$ cat src/rtl/msg_stream_sched.sv
// Round-robin scheduler that streams one of four fixed ASCII messages onto a shared
// valid/ready character port, with a programmable idle gap between messages.
module msg_stream_sched #(
  parameter int GAP_CYCLES = 2,
  parameter int CHAR_W     = 8
) (
  input  logic              clk,
  input  logic              reset,
  input  logic [3:0]        req,
  input  logic              abort,
  output logic [CHAR_W-1:0] char_out,
  output logic              char_valid,
  input  logic              char_ready,
  output logic              char_last,
  output logic [3:0]        gnt,
  output logic [3:0]        ack,
  output logic              aborted,
  output logic              busy
);

  typedef enum logic [1:0] {IDLE, SEND, GAP} state_t;

  localparam int GW = (GAP_CYCLES > 1) ? $clog2(GAP_CYCLES) : 1;
  // With no gap configured, a finished or aborted message returns straight to arbitration.
  localparam state_t END_STATE = (GAP_CYCLES == 0) ? IDLE : GAP;

  state_t            state, state_next;
  logic [1:0]        ptr, ptr_next;
  logic [1:0]        winner, winner_next;
  logic [3:0]        idx, idx_next;
  logic [GW-1:0]     gap_cnt, gap_cnt_next;
  logic [CHAR_W-1:0] char_out_next;
  logic              valid_next, last_next, aborted_next;
  logic [3:0]        gnt_next, ack_next;
  logic [1:0]        pick, cand;
  logic              pick_found;
  logic              transfer, last_beat, gap_done;

  function automatic logic [7:0] rom_char(input logic [1:0] m, input logic [3:0] i);
    logic [7:0] c;
    c = 8'h00;
    case (m)
      2'd0: case (i)
        4'd0: c = "G"; 4'd1: c = "u"; 4'd2: c = "a"; 4'd3: c = "t"; 4'd4: c = "e";
        4'd5: c = "m"; 4'd6: c = "a"; 4'd7: c = "l"; 4'd8: c = "a";
        default: c = 8'h00;
      endcase
      2'd1: case (i)
        4'd0: c = "Q"; 4'd1: c = "u"; 4'd2: c = "e"; 4'd3: c = "t"; 4'd4: c = "z";
        4'd5: c = "a"; 4'd6: c = "l";
        default: c = 8'h00;
      endcase
      2'd2: case (i)
        4'd0: c = "Z"; 4'd1: c = "a"; 4'd2: c = "c"; 4'd3: c = "a"; 4'd4: c = "p";
        4'd5: c = "a";
        default: c = 8'h00;
      endcase
      default: case (i)
        4'd0: c = "S"; 4'd1: c = "o"; 4'd2: c = "y";
        default: c = 8'h00;
      endcase
    endcase
    return c;
  endfunction

  function automatic logic [3:0] msg_len(input logic [1:0] m);
    logic [3:0] n;
    case (m)
      2'd0:    n = 4'd9;
      2'd1:    n = 4'd7;
      2'd2:    n = 4'd6;
      default: n = 4'd3;
    endcase
    return n;
  endfunction

  assign transfer  = char_valid & char_ready;
  assign last_beat = (idx == msg_len(winner) - 4'd1);
  assign gap_done  = (gap_cnt == GW'(GAP_CYCLES - 1));

  // Scan upward from the requester after the last winner, wrapping at 4.
  always_comb begin
    pick       = ptr;
    cand       = ptr;
    pick_found = 1'b0;
    for (int k = 1; k <= 4; k++) begin
      cand = ptr + 2'(k);
      if (!pick_found && req[cand]) begin
        pick       = cand;
        pick_found = 1'b1;
      end
    end
  end

  always_ff @(posedge clk or posedge reset) begin
    if (reset) begin
      state      <= IDLE;
      ptr        <= 2'd3;
      winner     <= 2'd0;
      idx        <= 4'd0;
      gap_cnt    <= '0;
      char_out   <= '0;
      char_valid <= 1'b0;
      char_last  <= 1'b0;
      gnt        <= 4'b0;
      ack        <= 4'b0;
      aborted    <= 1'b0;
      busy       <= 1'b0;
    end else begin
      state      <= state_next;
      ptr        <= ptr_next;
      winner     <= winner_next;
      idx        <= idx_next;
      gap_cnt    <= gap_cnt_next;
      char_out   <= char_out_next;
      char_valid <= valid_next;
      char_last  <= last_next;
      gnt        <= gnt_next;
      ack        <= ack_next;
      aborted    <= aborted_next;
      busy       <= (state_next != IDLE);
    end
  end

  always_comb begin
    state_next = state;
    case (state)
      IDLE:    if (pick_found) state_next = SEND;
      SEND:    if (abort || (transfer && last_beat)) state_next = END_STATE;
      GAP:     if (gap_done) state_next = IDLE;
      default: state_next = IDLE;
    endcase
  end

  // Abort wins over a same-cycle transfer, so the beat on the port is simply dropped.
  always_comb begin
    ptr_next      = ptr;
    winner_next   = winner;
    idx_next      = idx;
    gap_cnt_next  = gap_cnt;
    char_out_next = char_out;
    valid_next    = char_valid;
    last_next     = char_last;
    gnt_next      = gnt;
    ack_next      = 4'b0;
    aborted_next  = 1'b0;
    case (state)
      IDLE: begin
        if (pick_found) begin
          ptr_next      = pick;
          winner_next   = pick;
          idx_next      = 4'd0;
          char_out_next = CHAR_W'(rom_char(pick, 4'd0));
          valid_next    = 1'b1;
          last_next     = (msg_len(pick) == 4'd1);
          gnt_next      = 4'b0001 << pick;
        end
      end
      SEND: begin
        if (abort) begin
          valid_next   = 1'b0;
          last_next    = 1'b0;
          gnt_next     = 4'b0;
          aborted_next = 1'b1;
          gap_cnt_next = '0;
        end else if (transfer) begin
          if (last_beat) begin
            valid_next   = 1'b0;
            last_next    = 1'b0;
            gnt_next     = 4'b0;
            ack_next     = gnt;
            gap_cnt_next = '0;
          end else begin
            idx_next      = idx + 4'd1;
            char_out_next = CHAR_W'(rom_char(winner, idx + 4'd1));
            last_next     = (idx + 4'd2 == msg_len(winner));
          end
        end
      end
      GAP: begin
        gap_cnt_next = gap_cnt + 1'b1;
      end
      default: begin
        valid_next = 1'b0;
      end
    endcase
  end

endmodule

$ cat config.mk
export PLATFORM = sky130hd
export DESIGN_NAME = msg_stream_sched
export DESIGN_NICKNAME = d
export VERILOG_FILES = /design/src/rtl/msg_stream_sched.sv
export SDC_FILE = /design/constraint.sdc
export NUM_CORES = 1
export LEC_CHECK = 0
export ABC_AREA = 1
export ABC_CLOCK_PERIOD_IN_PS = 2100
export BUFFER_PORTS_ARGS = -buffer_cell sky130_fd_sc_hd__buf_2
export CAP_MARGIN = 20
export CORE_MARGIN = 5
export CORE_UTILIZATION = 55
export CTS_CLUSTER_DIAMETER = 100
export DETAILED_ROUTE_END_ITERATION = 10
export MAX_ROUTING_LAYER = met4
export PLACE_DENSITY = 0.77
export SYNTH_ARGS = -nofsm -noshare
export SYNTH_HDL_FRONTEND = slang
export SYNTH_SLANG_ARGS = --single-unit
$ cat constraint.sdc
create_clock -name clk -period 2.1 [get_ports clk]
set_input_delay 0 -clock clk [delete_from_list [all_inputs] [get_ports clk]]
set_output_delay 0 -clock clk [all_outputs]
set_load 0.01 [all_outputs]
# Word level (Yosys, flattened, before mapping)
# Memories as Yosys holds them, arrays and structs flattened.
# Cells that the tools add are included.
# word_totals
regBits	31
memories	1
rom_bits	112
output_inout_bits	20
word_cells	135
inputBits	8
# classes
mux	65
n_shift	1
bitwise	2
reduce_logical	22
n_eq_ne	21
add_sub_neg	7
order_cmp	4
# mem_list
memory	depth	width	rd	rd_ports_with_merged_regs	wr	line_no	source
(no name shown)	16	7	1	0	0	43	2'd0: case (i)
# ops
cell	count
4-bit two-way mux	18
7-bit case mux with 7 select lines	1
8-bit two-way mux	4
7-bit case mux with 4 select lines	1
4-bit case mux with 3 select lines	2
8-bit case mux with 3 select lines	1
7-bit case mux with 3 select lines	1
1-bit two-way mux	18
4-bit case mux with 2 select lines	2
8-bit case mux with 2 select lines	1
5-bit case mux with 3 select lines	1
2-bit two-way mux	7
4-bit by 3-bit == test with 1-bit output, second input constant	3
2-bit by 3-bit < comparator with 1-bit output, second input constant	4
1-bit binary-select mux with 2-bit select	4
4-bit by 1-bit == test with 1-bit output, second input constant	2
4-bit by 2-bit == test with 1-bit output, second input constant	2
4-bit == test	2
2-bit != test, second input constant	4
4-bit AND reduction	2
2-bit by 1-bit == test with 1-bit output, second input constant	3
2-bit == test, second input constant	3
2-bit logical NOT	3
3-bit != test, second input constant	2
21 further kinds	31

# Logic depth before layout (Yosys ltp)
# Gate-level depths: netlist of run 1.
# depth
ltp_word	20
mapped_depth	16
ltp_nobuf	15

# Worst setup path after synthesis of run 1
# No wires, ideal clock.
# synth_path
kind	flip-flop to flip-flop
from	reg winner[0]
to	reg char_out[3]
path_slack_ps	317
stages_incl_launch_ff	14
path_buffers	0
arrival_time_ps	1667
required_time_ps	1984
setup_ps	116
synth_period_minus_slack_ps	1783
path_cell_list	dfrtp_1 > inv_1 > ha_1 > inv_1 > nand2_1 > nand3_1 > nand4_1 > nand2_1 > nor2_1 > nand2_4 > inv_4 > nand2_1 > nand2_1 > nand2_1
# synth_between
elab_chain_len	6
word_cells_on_any_way	13
cone_classes	1 x add/sub; 4 x eq/ne; 6 x mux; 2 x reduce/logical
# synth_rtl
element	line_no	source
start: declaration	29	logic [1:0] winner, winner_next;
start signal: assignment	112	winner <= winner_next;
2-bit == test (tied with other cells)	42, 68	
4-bit case mux with 3 select lines / 8-bit case mux with 3 select lines (equally long branches)	68, 42	
4-bit by 1-bit subtractor with 4-bit output / 8-bit two-way mux (equally long branches)	78, 167	
4-bit == test / 8-bit two-way mux (equally long branches)	78, 166	
2-bit != test (no line) / 8-bit two-way mux (equally long branches)	--	
5-bit AND reduction (no line) / 8-bit case mux with 2 select lines (equally long branches)	--	
end signal: assignment	115	char_out <= char_out_next;
end: declaration	11	output logic [CHAR_W-1:0] char_out,
# Parallel ways exist; a longest one is shown, timed or not. The select of a mux whose other input is x is not followed.
# A chain may end at the register's enable or synchronous reset.

# Worst setup path after layout of run 1
# layout_path
from	reg ptr[0]
to	reg gnt[1]
# layout_between
elab_chain_len	16
word_cells_on_any_way	30
cone_classes	3 x add/sub; 1 x eq/ne; 1 x shift; 18 x mux; 7 x reduce/logical
# layout_rtl
element	line_no	source
start: declaration	28	logic [1:0] ptr, ptr_next;
start signal: assignment	111	ptr <= ptr_next;
2-bit by 1-bit adder with 2-bit output	87	cand = ptr + 2'(k);
1-bit binary-select mux with 2-bit select	88	if (!pick_found && req[cand]) begin
1-bit two-way mux (not written as such)	88	
1-bit two-way mux	88	
1-bit logical NOT	88	
1-bit logical AND	88	
1-bit two-way mux	88	
1-bit logical NOT	88	
1-bit logical AND	88	
1-bit two-way mux	88	
1-bit logical NOT	88	
1-bit logical AND	88	
2-bit two-way mux	88	
1-bit by 2-bit left shift with 4-bit output	156	gnt_next = 4'b0001 << pick;
4-bit two-way mux	149	if (pick_found) begin
4-bit case mux with 2 select lines	147	case (state)
end signal: assignment	118	gnt <= gnt_next;
end: declaration	15	output logic [3:0] gnt,
# Parallel ways exist; a longest one is shown, timed or not. The select of a mux whose other input is x is not followed.

==> metrics.txt, run 1 <==
RSZ-0062 raised after global routing false; CP Class flip-flop to flip-flop; total wire length 4831 µm; wire per inst around 12 µm; CP peak stage delay ~0.63 ns; buffers added on ports 26; final period utilization 0.9234; Sw Share 0.5300; Power Total about 4400 µW; DRT iter0 DRCs between 100 and 150; H-tree levels 2; Sink Count 30; grt ovf 0; number of flops mapped to enable cells by yosys 0; commonest cells in the netlist nand2_1, dfrtp_1, inv_1; sequential area share after synthesis 0.3535; WP buf/inv 3; Site Rows 22; Logic pwr share 0.673; Worst Hold Class primary input to flip-flop; CTS tree done; design area around 2500 µm²; Cells after Synth ~310; CTS max path bufs 2; crit end category flip-flop; CP Max Fanout 9; Worst Path Arrival between 2 and 2.5 ns; synthesized cell area approximately 2100 µm²; Routed Antenna Nets 0; worst hold slack about 0.27 ns; clock latency at the later pin of the worst-skew pair ~0.28 ns; Fin. Hold Viols 0; I/O Pins 28; Via density between 5 and 6; max-cap viol count 0; Final min period around 1.9 ns; final core occ 0.6640; Area after DPL 2338 µm²; cts bufs inserted 5; post-DP HPWL 3767 µm; share of post-route cells with drive strength above 1 0.1875; Required @ worst endpoint about 2.3 ns; vias in the first global route 1913; skew final between 0.005 and 0.006 ns; gp weighted congestion 1.003; area fraction of the dominant cell type after synthesis 0.3288; asr flop ratio synth 1.000; Netlist cell types 32; Peak VDD IR around 850 µV; wire length of the first global-routing pass approximately 8300 µm; P_sw between 2000 and 2500 µW; leakage around 0.0014 µW; Final nets around 370; die width around 72 µm; Final Max Tran Viols 0; largest area contributor in the netlist dfrtp_1; CORE AREA 3716 µm²; # diodes 0; cell with the most instances after synthesis nand2_1; P per Cell Area 1803 nW/µm²; clock network fraction of total power 0.097; All-Layer GR Usage 0.2053; crit-path leading delay family simple AND/OR/NAND/NOR gates; Pre-antenna DRT Iters 4; syn avg cell area 6.808 µm²; Setup Total Neg Slack 0 ns; Initial Util 0.5734; via count between 2000 and 2500; final setup vio count 0; DRC viols 0; startpoint types flip-flop; Fmax achieved just over 500 MHz; Int Power approximately 2100 µW; status finished, final reports clean; CP max-delay cell dfstp_2; Post-synth top flop dfrtp_1; Area Growth Syn to Fin 15.80%; sequential share of power 0.229; Die Footprint between 5000 and 6000 µm²; flop and latch count out of synthesis 30; clock root cell clkbuf_8; crit-path cells inv_4 -> nand2_1 -> nand2_1 -> nand2_2 -> nand2_4 -> inv_2 -> nand3_1 -> nand2_1 -> nand2_1 -> inv_1 -> nand2_1 -> nor2_1 -> nand2_1 -> o21ai_1; initial antenna violation count 0; top cells by area, synth dfrtp_1, nand2_1, ha_1; Syn. warnings 0; most used cell, CP nand2_1; largest net degree at the start of global routing 31; Net Count, Synth roughly 330; Die Y 72.24 µm; clock slew seen by the registers of the worst setup and hold paths 0.06 ns
cells by family after synthesis:
group           share of synthesized area
other cells                      0.001760
xor+xnor                          0.02056
compound gates                    0.09512
fa+ha+maj                         0.07046
simple gates                       0.3805
mux                              0.004698
buf+inv                           0.07340
flops                              0.3535
worst register-to-register path: cells and delay by family (launching register included):
family	cells	cell delay, ns
AOI/OAI and AO/OA	1	0.08
buffers and inverters	3	0.23
DFF	1	0.63
and+or+nand+nor	10	0.92
power by group through the flow:
| stage | combinational [µW] | sequential [µW] | clock, µW |
|---|---|---|---|
| 2_1_floorplan | 2210 | 1030 | 0 |
| 3_3_place_gp | 2860 | 1020 | 0 |
| 3_5_place_dp | 2890 | 1020 | 0 |
| 4_1_cts | 2910 | 1020 | 444 |
| 5_1_grt | 3410 | 1040 | 475 |
| 6_report | 3000 | 1020 | 433 |
registers in the layout, indices dropped and copies added (netlist names):
name,flops
aborted,1
ack,4
busy,1
char_last,1
char_out,7
char_valid,1
gap_cnt,1
gnt,4
idx,4
ptr,2
state,2
winner,2
cells in the final DEF, fill, tap and decap left out, types with 2 or more instances in the layout:
cell           count
clkinv_2           2
o21a_1             2
o22ai_1            2
xor2_1             2
inv_2              8
nand4_1            3
buf_2             26
ha_1              11
nand3_2            2
nand2_2            3
nor2_1            18
o31ai_1            2
buf_4              7
xnor2_1            3
inv_1             25
dfstp_2            2
dlygate4sd3_1      2
nor3_1             3
nand2_1          129
dfrtp_1           28
o21ai_1            9
a21oi_1            8
o21ai_0            9
nand3_1           25
clkbuf_8           5
inv_4              2
nand2_4            2
nor2_2             4
stage by stage:
| step | setup WS, ns | instances |
|---|---|---|
| after floorplan | 0.3170 | 313 |
| after global placement | 0.1178 | 389 |
| after detailed placement | 0.07277 | 389 |
| after CTS | 0.06037 | 398 |
| after global routing | 0.006318 | 400 |
| final | 0.1609 | 400 |
layout make-up:
class	count	area (µm²)
fillers	318	1249
clock inverters	2	10.01
flip-flops and latches	30	753.2
well taps	48	60.06
multi-input cells	245	1236
repair buffers	35	202.7
clock buffers	5	68.82
inverters	35	136.4
layer usage:
metal / vias up / global-route usage / routed length (µm) / share of wire
li1: 1075 / - / - / -
met1: 920 / 0.2641 / 2294 / 0.47
met2: 62 / 0.3236 / 2179 / 0.45
met3: 7 / 0.04155 / 302 / 0.063
met4: 0 / 0.06681 / 56 / 0.012
met5: - / - / 0 / 0
repair_timing:
item                                    in CTS  in global routing
hold buffers                                 2                  0
buffers inserted                             0                  2
endpoints found under the setup margin       0                 18
endpoints found under the hold margin       29                  0
resized for setup                            0                  8
worst paths after layout:
path | endpoint | slack, ns | from | cells after the start
min reg2reg | char_out[0] | 0.47 | char_out[0] | 2
max reg2reg | gnt[1] | 0.16 | ptr[0] | 14
min in group asynchronous | char_out[2] | 0.34 | reset | 4
min | state[0] | 0.27 | char_ready | 8
max in group asynchronous | ptr[1] | 1.44 | reset | 4
max | gnt[1] | 0.16 | ptr[0] | 14
Note: power is estimated with default switching activity, not from simulation.
==> run 2, diff against run 1 <==
--- a/config.mk
+++ b/config.mk
@@ -15,6 +15,7 @@
 export DETAILED_ROUTE_END_ITERATION = 10
 export MAX_ROUTING_LAYER = met4
 export PLACE_DENSITY = 0.77
+export RECOVER_POWER = 100
 export SYNTH_ARGS = -nofsm -noshare
 export SYNTH_HDL_FRONTEND = slang
 export SYNTH_SLANG_ARGS = --single-unit
==> metrics.txt, run 2 (same netlist as run 1, synthesis figures left out) <==
wire per inst 12.17 µm (+0.79%); met3 Usage GRT 0.04155 (unchanged); Max-Slew Margin vs Limit 0.4935; post-DP HPWL 3767 µm (unchanged); Largest register FFs 7 (unchanged); final setup vio count 0 (unchanged); share of post-route cells with drive strength above 1 0.1250 (-0.06250); Fin. Hold Viols 0 (unchanged); Area Growth Syn to Fin 14.15%; DRC viols 0 (unchanged); CORE AREA 3716 µm² (unchanged); Least-Margin Pin Slew 0.7597 ns; Via density 5.180 (+0.39%); DP Cell Count 389 (unchanged); Setup Total Neg Slack 0 ns (unchanged); gp weighted congestion 1.003 (unchanged); DRT iter0 DRCs 155 (+4.7%); total wire length 4869 µm (+0.79%); crit end category flip-flop; sequential share of power 0.232 (+0.003); Peak VDD IR 845.0 µV (about the same); final period utilization 0.9232 (about the same); Required @ worst endpoint 2.31 ns (about the same); CP Max Fanout 9 (unchanged); cts bufs inserted 5 (unchanged); worst hold slack 0.2559 ns (-0.01036 ns); hold path cells 8 (unchanged); Worst Hold Class primary input to flip-flop; I/O Pins 28 (unchanged); via count 2072 (+0.39%); All-Layer GR Usage 0.2053 (unchanged); CTS max path bufs 2 (unchanged); reg2reg path depth 14 (unchanged); largest net degree at the start of global routing 31 (unchanged); vias in the first global route 1913 (unchanged); clock network fraction of total power 0.099 (+0.002); Routed Antenna Nets 0 (unchanged); # diodes 0 (unchanged); Die Y 72.24 µm (unchanged); CP Class flip-flop to flip-flop; wire length of the first global-routing pass 8280 µm (unchanged); most frequent cells in the layout nand2_1, dfrtp_1, inv_1, nand3_1; H-tree levels 2 (unchanged); grt ovf 0 (unchanged); clock latency at the later pin of the worst-skew pair 0.28 ns (about the same); Final min period 1.939 ns (-0.0004290 ns); Cell Count, Final, Fillers Out 400 (unchanged); RSZ-0062 raised after global routing false; P_sw 2353 µW (-0.25%); Most flops, register char_out; clock slew seen by the registers of the worst setup and hold paths 0.06 ns (about the same); fillers 338 (+6.3%); buffers added on ports 26 (unchanged); GR peak layer met2; Die Footprint 5219 µm² (unchanged); skew final 0.005726 ns (+0.0004296 ns); Initial Util 0.5734 (unchanged); initial antenna violation count 0 (unchanged); Sink Count 30 (unchanged); leakage 0.001300 µW (-5.2%); met2 usage in global routing 0.3236 (unchanged); P per Cell Area 1811 nW/µm² (+0.42%); Logic pwr share 0.669 (-0.004); CTS tree done; Int Power 2053 µW (-1.8%); Worst Path Arrival 2.14 ns (about the same); Final nets 372 (unchanged); most common cell after layout, fill and taps aside nand2_1; max-cap viol count 0 (unchanged); Pre-antenna DRT Iters 4 (unchanged); clock root cell clkbuf_8; startpoint types flip-flop; M1 GR Usage 0.2641 (unchanged); Final Max Tran Viols 0 (unchanged); status finished, final reports clean; die width 72.24 µm (unchanged); Fmax achieved 515.8 MHz (about the same); Site Rows 22 (unchanged); Sw Share 0.5340 (+0.004017)
-- run 2: cell count changes in the layout (fill, tap and decap cells not counted) --
cell / delta
buf_2: -19
buf_4: -2
clkbuf_1: +20
clkbuf_2: +1
nor2_1: +2
nor2_2: -2
-- run 2: per-stage QoR --
stage | utilization | setup WS [ns] | instance area [µm²] | power (µW)
floorplan | - | 0.3170 | 2131 | 3240
global placement | 0.6293 | 0.1178 | 2338 | 3874
detailed placement | 0.6293 | 0.07277 | 2338 | 3912
CTS | 0.6559 | 0.06037 | 2437 | 4370
global route | 0.6545 | 0.006307 | 2432 | 4881
finish | 0.6545 | 0.1613 | 2432 | 4405
-- run 2: final timing paths --
check,startpoint,endpoint,slack (ns)
max in group asynchronous,reset,char_last,1.15
min,char_ready,state[0],0.26
min in group asynchronous,reset,char_out[2],0.47
min reg2reg,gap_cnt,gap_cnt,0.48
max reg2reg,ptr[0],gnt[1],0.16
max,ptr[0],gnt[1],0.16
-- run 2: layer usage --
| layer | up-vias | part of all wire | wire length (µm) |
|---|---|---|---|
| met5 | - | 0 | 0 |
| met4 | 0 | 0.010 | 51 |
| met3 | 6 | 0.076 | 372 |
| met2 | 63 | 0.45 | 2176 |
| met1 | 923 | 0.47 | 2269 |
| li1 | 1080 | - | - |
-- run 2: power by group through the flow --
stage	Clock (µW)	Combinational, µW	Sequential [µW]
final	434	2950	1020
after global routing	475	3360	1050
after CTS	444	2910	1020
after global placement	0	2860	1020
after detailed placement	0	2890	1020
after floorplan	0	2210	1030
-- run 2: final cells by class --
type,count,area (µm²),area share
clock buffer,5,68.82,0.02829
clock inverter,2,10.01,0.004115
inverter,35,136.4,0.05607
multi-input combinational,245,1231,0.5062
sequential,30,753.2,0.3097
tap,48,60.06,0.02469
timing repair buffer,35,172.7,0.07099
-- run 2: timing repair --
item | 4_1_cts | 5_1_grt
setup buffers | 0 | 2
hold endpoints to repair | 29 | 0
gates resized for setup | 0 | 8
hold buffers | 2 | 0
endpoints found under the setup margin | 0 | 18
-- run 2: worst max-delay path, stage by stage, from the launching register on --
cell	delay, ns
dfstp_2	0.63
inv_4	0.07
nand2_1	0.06
nand2_1	0.10
nand2_2	0.12
nand2_4	0.08
inv_2	0.07
nand3_1	0.08
nand2_1	0.11
nand2_1	0.06
inv_1	0.09
nand2_1	0.07
nor2_1	0.17
nand2_1	0.07
o21ai_1	0.08
==> run 3, diff against run 2 <==
--- a/config.mk
+++ b/config.mk
@@ -15,7 +15,7 @@
 export DETAILED_ROUTE_END_ITERATION = 10
 export MAX_ROUTING_LAYER = met4
 export PLACE_DENSITY = 0.77
-export RECOVER_POWER = 100
+export RECOVER_POWER = 50
 export SYNTH_ARGS = -nofsm -noshare
 export SYNTH_HDL_FRONTEND = slang
 export SYNTH_SLANG_ARGS = --single-unit
==> metrics.txt, run 3 (same netlist as run 1, synthesis figures left out) <==
Required @ worst endpoint 2.30 ns (about the same); gp weighted congestion 1.003 (unchanged); Worst Path Arrival 2.14 ns (about the same); clock latency at the later pin of the worst-skew pair 0.28 ns (about the same); Largest register FFs 7 (unchanged); via count 2062 (-0.48%); skew final 0.005297 ns (-0.0004295 ns); Int Power 2081 µW (+1.4%); final setup vio count 0 (unchanged); Area Growth Syn to Fin 15.15%; final core occ 0.6603 (+0.005724); post-DP HPWL 3767 µm (unchanged); clock root cell clkbuf_8; P_sw 2359 µW (+0.29%); Site Rows 22 (unchanged); most frequent cells in the layout nand2_1, dfrtp_1, inv_1, nand3_1, nor2_1; Die Footprint 5219 µm² (unchanged); P per Cell Area 1810 nW/µm² (about the same); fillers 328 (-3.0%); RSZ-0062 raised after global routing false; largest net degree at the start of global routing 31 (unchanged); total wire length 4839 µm (-0.62%); Max-Slew Margin vs Limit 0.4928 (-0.0006960); Die Y 72.24 µm (unchanged); leakage 0.001337 µW (+2.8%); I/O Pins 28 (unchanged); wire length of the first global-routing pass 8280 µm (unchanged); buffers added on ports 26 (unchanged); status finished, final reports clean; startpoint types flip-flop; All-Layer GR Usage 0.2053 (unchanged); Logic pwr share 0.672 (+0.003); Fin. Hold Viols 0 (unchanged); grt ovf 0 (unchanged); met2 usage in global routing 0.3236 (unchanged); worst hold slack 0.2633 ns (+0.007394 ns); Most flops, register char_out; multi-input combinational cell area 1236 µm² (+0.41%); final period utilization 0.9234 (about the same); vias in the first global route 1913 (unchanged); Peak VDD IR 845.2 µV (about the same); clock network fraction of total power 0.097 (-0.002); design area 2454 µm² (+0.87%); Reg area 753.2 µm² (unchanged); DRT iter0 DRCs 149 (-3.9%); # diodes 0 (unchanged); CP Max Fanout 9 (unchanged); M1 GR Usage 0.2641 (unchanged); max-cap viol count 0 (unchanged); CP Class flip-flop to flip-flop; sequential share of power 0.230 (-0.002); wire per inst 12.10 µm (-0.62%); CTS tree done; cts bufs inserted 5 (unchanged); Sink Count 30 (unchanged); Sw Share 0.5314 (-0.002628); Worst Hold Class primary input to flip-flop; CORE AREA 3716 µm² (unchanged); Initial Util 0.5734 (unchanged); Area after DPL 2338 µm² (unchanged); CTS max path bufs 2 (unchanged); initial antenna violation count 0 (unchanged); Final Max Tran Viols 0 (unchanged); Final nets 372 (unchanged); Via density 5.155 (-0.48%); GR peak layer met2; crit end category flip-flop; Setup Total Neg Slack 0 ns (unchanged); share of post-route cells with drive strength above 1 0.1619 (+0.03693); Routed Antenna Nets 0 (unchanged); Least-Margin Pin Slew 0.7608 ns (+0.001045 ns); met3 Usage GRT 0.04155 (unchanged); clock slew seen by the registers of the worst setup and hold paths 0.06 ns (about the same); die width 72.24 µm (unchanged); most common cell after layout, fill and taps aside nand2_1; Final min period 1.939 ns (+0.0003410 ns); Pre-antenna DRT Iters 4 (unchanged); DRC viols 0 (unchanged); Fmax achieved 515.7 MHz (about the same); H-tree levels 2 (unchanged)
## run 3: metal layers
metal / share of wire / routed length, µm / up-vias
li1: - / - / 1076
met1: 0.47 / 2296 / 915
met2: 0.45 / 2174 / 64
met3: 0.064 / 311 / 7
met4: 0.012 / 56 / 0
met5: 0 / 0 / -
## run 3: critical path, cell delays in order, from the launching register on
cell,delay [ns]
dfstp_2,0.63
inv_4,0.07
nand2_1,0.06
nand2_1,0.10
nand2_2,0.12
nand2_4,0.08
inv_2,0.07
nand3_1,0.08
nand2_1,0.11
nand2_1,0.06
inv_1,0.09
nand2_1,0.07
nor2_1,0.17
nand2_1,0.07
o21ai_1,0.08
## run 3: worst paths after layout
check	startpoint	endpoint	slack [ns]	cells past startpoint
min in group asynchronous	reset	char_out[2]	0.47	4
min reg2reg	char_out[0]	char_out[0]	0.47	2
max reg2reg	ptr[0]	gnt[1]	0.16	14
max	ptr[0]	gnt[1]	0.16	14
min	char_ready	state[0]	0.26	8
max in group asynchronous	reset	idx[2]	1.15	4
## run 3: what timing repair did
action	in CTS	in global routing
hold buffers	2	0
hold endpoints to repair	29	0
gates resized for setup	0	8
setup buffers	0	2
setup endpoints to repair	0	18
## run 3: cell type report
cell class / instances / area share
inverter: 35 / 0.05558
sequential: 30 / 0.3070
clock inverter: 2 / 0.004080
clock buffer: 5 / 0.02805
tap: 48 / 0.02448
multi-input combinational: 245 / 0.5038
timing repair buffer: 35 / 0.07700
## run 3: power by group through the flow
stage | clock [µW] | sequential [µW] | combinational, µW
2_1_floorplan | 0 | 1030 | 2210
3_3_place_gp | 0 | 1020 | 2860
3_5_place_dp | 0 | 1020 | 2890
4_1_cts | 444 | 1020 | 2910
5_1_grt | 475 | 1040 | 3390
6_report | 433 | 1020 | 2990
## run 3: stage by stage
stage | std cells | total power [µW] | setup WS (ns)
after floorplan | 313 | 3240 | 0.3170
after global placement | 389 | 3874 | 0.1178
after detailed placement | 389 | 3912 | 0.07277
after CTS | 398 | 4370 | 0.06037
after global routing | 400 | 4914 | 0.006318
final | 400 | 4440 | 0.1609
